### src/rtl/mips_instr_encoder.sv
`default_nettype none
// ============================================================================
// Module : mips_instr_encoder
// Brief  : Symbolic request -> 32-bit MIPS word encoder with pseudo-op expansion.
// Rev    : 1.0  initial release
// ============================================================================
module mips_instr_encoder #(
  parameter int COUNT_WIDTH   = 16,
  parameter bit ENABLE_PSEUDO = 1'b1
) (
  input  logic                   clk,
  input  logic                   reset,
  input  logic                   in_valid,
  output logic                   in_ready,
  input  logic [3:0]             in_op,
  input  logic [4:0]             in_rs,
  input  logic [4:0]             in_rt,
  input  logic [4:0]             in_rd,
  input  logic [4:0]             in_shamt,
  input  logic [31:0]            in_imm,
  output logic                   out_valid,
  input  logic                   out_ready,
  output logic [31:0]            out_instr,
  output logic                   out_last,
  output logic                   err,
  output logic [COUNT_WIDTH-1:0] word_count
);

  typedef enum logic [1:0] {
    S_IDLE  = 2'd0,
    S_HOLD  = 2'd1,
    S_HOLD2 = 2'd2
  } state_t;

  state_t                 state_q, state_d;
  logic [31:0]            instr_q, instr_d;
  logic [31:0]            pend_q, pend_d;
  logic                   last_q, last_d;
  logic                   err_q, err_d;
  logic [COUNT_WIDTH-1:0] count_q, count_d;

  logic [31:0] enc_w0, enc_w1;
  logic        enc_two, enc_illegal;
  logic        accept, fire, load;

  wire [15:0] imm_hi = in_imm[31:16];
  wire [15:0] imm_lo = in_imm[15:0];

  always_comb begin
    enc_w0      = 32'h0000_0000;
    enc_w1      = 32'h0000_0000;
    enc_two     = 1'b0;
    enc_illegal = 1'b0;
    case (in_op)
      4'd0:  enc_w0 = {6'h00, in_rs, in_rt, in_rd, 5'd0, 6'h21};
      4'd1:  enc_w0 = {6'h00, in_rs, in_rt, in_rd, 5'd0, 6'h23};
      4'd2:  enc_w0 = {6'h00, 5'd0, in_rt, in_rd, in_shamt, 6'h00};
      4'd3:  enc_w0 = {6'h00, in_rs, 15'd0, 6'h08};
      4'd4:  enc_w0 = {6'h00, 20'd0, 6'h0C};
      4'd5:  enc_w0 = {6'h0D, in_rs, in_rt, imm_lo};
      4'd6:  enc_w0 = {6'h23, in_rs, in_rt, imm_lo};
      4'd7:  enc_w0 = {6'h2B, in_rs, in_rt, imm_lo};
      4'd8:  enc_w0 = {6'h04, in_rs, in_rt, imm_lo};
      4'd9:  enc_w0 = {6'h0F, 5'd0, in_rt, imm_lo};
      4'd10: enc_w0 = {6'h03, in_imm[25:0]};
      4'd11: enc_w0 = {6'h02, in_imm[25:0]};
      4'd12: begin
        if (!ENABLE_PSEUDO) begin
          enc_illegal = 1'b1;
        end else if (imm_hi == 16'h0000) begin
          enc_w0 = {6'h0D, 5'd0, in_rt, imm_lo};
        end else if (imm_lo == 16'h0000) begin
          enc_w0 = {6'h0F, 5'd0, in_rt, imm_hi};
        end else begin
          // LUI first, ORI into the same register is parked until the LUI drains
          enc_w0  = {6'h0F, 5'd0, in_rt, imm_hi};
          enc_w1  = {6'h0D, in_rt, in_rt, imm_lo};
          enc_two = 1'b1;
        end
      end
      4'd13: begin
        enc_illegal = !ENABLE_PSEUDO;
        enc_w0      = {6'h00, in_rs, 5'd0, in_rd, 5'd0, 6'h21};
      end
      4'd14:   enc_illegal = !ENABLE_PSEUDO;
      default: enc_illegal = 1'b1;
    endcase
  end

  assign out_valid = (state_q != S_IDLE);
  assign in_ready  = (state_q == S_IDLE) || ((state_q == S_HOLD) && out_ready);
  assign accept    = in_valid && in_ready;
  assign fire      = out_valid && out_ready;
  assign load      = accept && !enc_illegal;

  always_comb begin
    state_d = state_q;
    instr_d = instr_q;
    pend_d  = pend_q;
    last_d  = last_q;
    err_d   = accept && enc_illegal;
    count_d = fire ? count_q + {{(COUNT_WIDTH-1){1'b0}}, 1'b1} : count_q;
    case (state_q)
      S_IDLE, S_HOLD: begin
        if (load) begin
          state_d = enc_two ? S_HOLD2 : S_HOLD;
          instr_d = enc_w0;
          pend_d  = enc_w1;
          last_d  = !enc_two;
        end else if ((state_q == S_HOLD) && fire) begin
          state_d = S_IDLE;
        end
      end
      S_HOLD2: begin
        if (fire) begin
          state_d = S_HOLD;
          instr_d = pend_q;
          last_d  = 1'b1;
        end
      end
      default: state_d = S_IDLE;
    endcase
  end

  always_ff @(posedge clk or posedge reset) begin
    if (reset) begin
      state_q <= S_IDLE;
      instr_q <= 32'h0000_0000;
      pend_q  <= 32'h0000_0000;
      last_q  <= 1'b0;
      err_q   <= 1'b0;
      count_q <= '0;
    end else begin
      state_q <= state_d;
      instr_q <= instr_d;
      pend_q  <= pend_d;
      last_q  <= last_d;
      err_q   <= err_d;
      count_q <= count_d;
    end
  end

  assign out_instr  = instr_q;
  assign out_last   = last_q;
  assign err        = err_q;
  assign word_count = count_q;

endmodule
`default_nettype wire

### config.mk
export PLATFORM = sky130hd
export DESIGN_NAME = mips_instr_encoder
export DESIGN_NICKNAME = d
export VERILOG_FILES = /design/src/rtl/mips_instr_encoder.sv
export SDC_FILE = /design/constraint.sdc
export NUM_CORES = 1
export LEC_CHECK = 0
export CAP_MARGIN = 30
export CORE_MARGIN = 5
export CORE_UTILIZATION = 50
export DETAILED_ROUTE_END_ITERATION = 6
export PLACE_DENSITY = 0.82
export SYNTH_ARGS = -nofsm -noshare
export SYNTH_HDL_FRONTEND = slang
export SYNTH_SLANG_ARGS = --single-unit
### constraint.sdc
create_clock -name clk -period 3.8 [get_ports clk]
set_input_delay 0.76 -clock clk [delete_from_list [all_inputs] [get_ports clk]]
set_output_delay 0.76 -clock clk [all_outputs]
set_load 0.02 [all_outputs]
==> results of run 1 <==
## worst reg2reg max path, cell delays in order, from the launching register on
cell and delay, ns:
dfrtp_1 0.45, nor2b_1 0.58, nand2_2 0.43, nand2_1 0.48, o21ai_0 0.15, o21ai_0 0.15
## routing by layer
layer | GRT usage | up-vias | wire length, um | share of wire
met5 | 0 | - | 0 | 0
met4 | 0.0704 | 0 | 159 | 0.013
met1 | 0.339 | 1928 | 5190 | 0.42
met3 | 0.0407 | 13 | 760 | 0.062
li1 | - | 1840 | - | -
met2 | 0.430 | 182 | 6210 | 0.50
## power breakdown
part           switching [mW]  internal (mW)  leakage, nW
Combinational           0.403          0.361         1.22
Sequential             0.0941          0.890        0.957
Clock                   0.290          0.430        0.115
Total                   0.787           1.68         2.30
## cell families after synthesis
group                      share of synthesized area
adders and majority gates                    0.00311
DFF                                            0.454
xor gates and xnor gates                      0.0436
AOI/OAI and AO/OA                              0.228
other                                       0.000933
buffers and inverters                         0.0535
and+or+nand+nor                                0.200
muxes                                         0.0165
## final cells by class
cell class,count,area (um^2),area share
multi-input cells,338,1980,0.366
flip-flops and latches,73,1830,0.338
clock buffers,9,124,0.0229
repair buffers,124,1210,0.223
clock inverters,6,108,0.0199
inverters,9,33.8,0.00625
well taps,102,128,0.0236
## path summary, 6_finish.rpt
path,depth (start not counted),slack (ns),end
hold / removal,1,0.48,word_count[15]
setup reg to reg,5,1.49,out_instr[26]
hold reg to reg,1,0.48,word_count[15]
max in group asynchronous,3,2.30,pend_q[9]
setup / recovery,4,0.70,in_ready
min in group asynchronous,2,0.71,word_count[12]
## flip-flops by register name, summed over array words and instances, names as in the netlist
name / count
word_count: 16
out_instr: 31
out_last: 1
state_q: 2
err: 1
pend_q: 22
## placed cells by master (no fill, tap or decap), types with 3 or more instances in the layout
master / instances
a2111oi_0: 4
a211oi_1: 3
a21oi_1: 41
a221oi_1: 11
a22o_1: 6
a22oi_1: 10
a31oi_1: 3
and2b_1: 3
and3_1: 9
buf_4: 14
bufinv_16: 3
clkbuf_8: 9
clkdlybuf4s50_1: 110
dfrtp_1: 73
inv_1: 8
mux2_2: 5
nand2_1: 62
nand2_2: 3
nand2b_1: 3
nand3_1: 11
nand4_1: 7
nor2_1: 40
nor2_2: 3
nor2b_1: 3
nor4_1: 8
o21ai_0: 31
o22ai_1: 17
xnor2_1: 10
xor2_1: 10
==> results.yml, run 1 <==
drt:
  drt_iter0_markers: 376
  wl_um: 12300
  routedWlPerCell_um: 18.6
  routed_via_density: 6.00
  drc: 0
  dr.pass1.iters: 5
  antenna_left: 0
  vias: 3963
timing:
  rsz0062_at_grt: "false"
  fin_worst_skew_ns: 0.0104
  hold_viol: 0
  tightest_slew_ns: 0.658
  clock.fmax_ghz: 0.323
  setup_viol: 0
  period_needed_ns: 3.10
  max-slew-margin-rel: 0.561
  finalCritPeriodShare: 0.816
  fin_setup_tns_ns: 0
  hold_ws_ns: 0.475
  final_max_slew_viol_count: 0
  worst_slack_ns: 0.700
run_status:
  status: "complete, no violations"
placement:
  place.gp.congestion: 0.864
  dp_hpwl_um: 9210
  numPlacedInstances: 646
  place_area_um2: 5170
  portBuffers: 110
  dp_slack_ns: 0.701
global_route:
  grt_max_degree: 35
  gr-total-overflow: 0
  grt_pass1_vias: 3922
  grt_pass1_wl_um: 20100
  grt.total_usage: 0.255
  grt_antenna_before_repair: 0
critical_path:
  slowest_delay_ns: 0.60
  crit_type: "in -> out"
  crit_chain: "clkdlybuf4s50_1 -> nand2b_1 -> and2b_1 -> clkdlybuf4s50_1"
  crit_top_cell: "clkdlybuf4s50_1"
  cp_num_buf_inv: 2
  crit_path_end_kind: "primary output"
  cp_top_family: "buffers and inverters"
  cp_slowest_cell: "clkdlybuf4s50_1"
  critical_path.startpoint: "out_ready"
  crit_fanout: 6
  rr_startpoint: "state_q[1]"
  arrival_ns: 2.34
  cp-start-kind: "input port"
  required_ns: 3.04
layout:
  diodes: 0
  fin_nets: 616
  fillCellCount: 654
  finish.utilization: 0.696
  instances_no_fill: 661
  final_cell_area_um2: 5400
  drive_gt1_frac: 0.0894
  area_growth_pct: 34.4
cts:
  clkTransAtPathRegs_ns: 0.07
  root_buffer: "clkbuf_8"
  cts_buffers: 9
  cts_max_level: 3
  cts_sinks: 73
  cts-resized-gates: 0
  cts_max_path_buffers: 2
  cts_setup_buffers: 0
  ctsHoldBuffers: 0
  clkLatencyLatePin_ns: 0.34
  cts_tree: "yes"
logic_synthesis:
  syn_avg_cell_area_um2: 8.87
  yosys.area.top_type: "dfrtp_1"
  synthTopCellsByCount: "73 x dfrtp_1, 62 x nand2_1, 41 x a21oi_1"
  postSynthCellCount: 453
  synth_area_leaders: "dfrtp_1 45%, nand2_1 5.8%, a21oi_1 5.1%"
  ys_warn_count: 0
  synthesis.nets: 514
  yosysMostFrequentCell: "dfrtp_1"
  ys_seq_area_frac: 0.454
  synth.cell_area_um2: 4020
  synth_cell_type_count: 58
  async_reset_ff_frac: 1.00
  synth_seq_cells: 73
  synth_ff_type: "dfrtp_1"
  synth_edf_count: 0
  netlist.area_leader.share: 0.454
pwr:
  p_leak_nw: 2.30
  ir_drop_v: 0.000334
  power_mw: 2.47
  p_per_area_nw_per_um2: 457
floorplan:
  start_util: 0.518
  ios: 112
  num_rows: 32
  coreArea_um2: 7770
  dieArea_um2: 9930
  die_w_um: 99.7
  die_height_um: 99.7
min_path:
  min_from: "word_count[15]"
  hp-class: "reg -> reg"
run:
  cap_violations: 0
No activity file was read; power rests on OpenSTA's default activity.
==> run 2, diff against run 1 <==
--- a/config.mk
+++ b/config.mk
@@ -7,9 +7,9 @@
 export LEC_CHECK = 0
 export CAP_MARGIN = 30
 export CORE_MARGIN = 5
-export CORE_UTILIZATION = 50
+export CORE_UTILIZATION = 44
 export DETAILED_ROUTE_END_ITERATION = 6
-export PLACE_DENSITY = 0.82
+export PLACE_DENSITY = 0.76
 export SYNTH_ARGS = -nofsm -noshare
 export SYNTH_HDL_FRONTEND = slang
 export SYNTH_SLANG_ARGS = --single-unit
==> constraint.sdc (replaced) <==
create_clock -name clk -period 2.5 [get_ports clk]
set_input_delay 0.5 -clock clk [delete_from_list [all_inputs] [get_ports clk]]
set_output_delay 0.5 -clock clk [all_outputs]
set_load 0.02 [all_outputs]
==> results.yml, run 2 (same netlist as run 1, synthesis figures left out) <==
run_status:
  status: "complete, no violations"
cts:
  ctsHoldBuffers: 0
  cts_setup_buffers: 0
  cts_sinks: 73
  clkTransAtPathRegs_ns: 0.08
  clkLatencyLatePin_ns: 0.35
  cts_tree: "yes"
  cts-resized-gates: 0
  root_buffer: "clkbuf_8"
  cts_max_level: 3
  cts_buffers: 9
  cts_max_path_buffers: 2
floorplan:
  die_w_um: 106
  die_height_um: 106
  num_rows: 34
  ios: 112
  start_util: 0.457
  coreArea_um2: 8810
  dieArea_um2: 11100
layout:
  mostFrequentLayoutCells: "110 x clkdlybuf4s50_1, 73 x dfrtp_1, 62 x nand2_1"
  fillCellCount: 726
  drive_gt1_frac: 0.119
  diodes: 0
  largest_reg_flops: 31
  area_growth_pct: 38.8
  multi_input_area_um2: 1980
  regArea_um2: 1830
  final_cell_area_um2: 5580
  fin_nets: 634
  layout_commonest_cell: "clkdlybuf4s50_1"
pwr:
  power_mw: 3.75
  p_switching_mw: 1.20
  p_seq_frac: 0.398
  ir_drop_v: 0.000353
  p_leak_nw: 2.40
  swShare: 0.321
  clock_power_share: 0.282
  p_comb_frac: 0.320
  p_int_mw: 2.54
  p_per_area_nw_per_um2: 671
drt:
  drc: 0
  routed_via_density: 5.93
  wl_um: 12500
  vias: 4067
  routedWlPerCell_um: 18.2
  antenna_left: 0
  drt_iter0_markers: 365
  dr.pass1.iters: 5
run:
  cap_violations: 0
critical_path:
  cp_top_family: "buffers and inverters"
  arrival_ns: 1.86
  crit_top_cell: "clkdlybuf4s50_1"
  cp-start-kind: "input port"
  rr_worst_depth: 4
  path_depth: 4
  required_ns: 2.00
  crit_fanout: 2
  critical_path.startpoint: "out_ready"
  setup.worst_path.end: "in_ready"
  reg2reg_to: "out_instr[7]"
  rr_startpoint: "state_q[1]"
  slowest_delay_ns: 0.60
  cp_num_buf_inv: 2
  cp_slowest_cell: "clkdlybuf4s50_1"
  reg2reg_setup_slack_ns: 0.55
  crit_path_end_kind: "primary output"
  crit_type: "in -> out"
  crit_chain: "clkdlybuf4s50_1 -> nand2b_1 -> and2b_1 -> clkdlybuf4s50_1"
global_route:
  grt_pass1_vias: 3856
  grt_antenna_before_repair: 0
  grt_max_degree: 36
  grt_pass1_wl_um: 20000
  gr-total-overflow: 0
  grt.total_usage: 0.223
placement:
  dp_slack_ns: 0.0745
  place.gp.congestion: 0.920
  dp_hpwl_um: 9430
  portBuffers: 110
  place_area_um2: 5350
timing:
  period_needed_ns: 2.36
  clock.fmax_ghz: 0.424
  worst_slack_ns: 0.141
  max-slew-margin-rel: 0.670
  finalCritPeriodShare: 0.944
  setup_viol: 0
  hold_viol: 0
  final_max_slew_viol_count: 0
  fin_setup_tns_ns: 0
  tightest_slew_ns: 0.483
  rsz0062_at_grt: "false"
  hold_ws_ns: 0.374
  fin_worst_skew_ns: 0.0105
min_path:
  hp-class: "in -> async"
-- run 2: cell types whose count changed in the layout (fill, tap and decap cells not counted), sizes merged --
cell,delta
buf,+18
clkbuf,+2
bufinv,-1
-- run 2: area by class of cell --
class	instances	share of cell area
sequential	73	0.327
timing repair buffer	142	0.247
clock inverter	5	0.0139
tap	108	0.0242
clock buffer	11	0.0271
multi-input combinational	338	0.354
inverter	9	0.00605
-- run 2: metrics by stage --
| stage | cells | util |
|---|---|---|
| floorplan | 453 | - |
| finish | 686 | 0.634 |
| detailed placement | 670 | 0.608 |
| global placement | 670 | 0.608 |
| CTS | 686 | 0.634 |
| global route | 686 | 0.634 |
-- run 2: power by group through the flow --
stage               registers [mW]  clock network, mW  logic, mW
detailed placement            1.51                  0       1.20
global placement              1.51                  0       1.17
floorplan                     1.69                  0      0.409
CTS                           1.49               1.07       1.20
global route                  1.51               1.12       1.29
finish                        1.49               1.06       1.20
-- run 2: worst min path at each step --
| stage | from | to | slack (ns) | depth (start not counted) |
|---|---|---|---|---|
| global route | reset | word_count[14] | 0.40 | 2 |
| CTS | reset | word_count[14] | 0.37 | 2 |
| floorplan | pend_q[21] | pend_q[21] | 0.44 | 2 |
| detailed placement | pend_q[21] | pend_q[21] | 0.47 | 2 |
| global placement | pend_q[21] | pend_q[21] | 0.46 | 2 |
| finish | reset | word_count[15] | 0.37 | 2 |
-- run 2: worst register-to-register path, stage by stage, from the launching register on --
cell and delay, ns:
dfrtp_1 0.46, and2b_1 0.30, and3_1 0.45, nand2_2 0.35, o22ai_1 0.30
-- run 2: layer usage --
layer  routed length (um)  track usage  share of wire
met3                  958       0.0361          0.077
met2                 6250        0.382           0.50
met5                    0            0              0
met4                  180       0.0675          0.014
met1                 5110        0.291           0.41
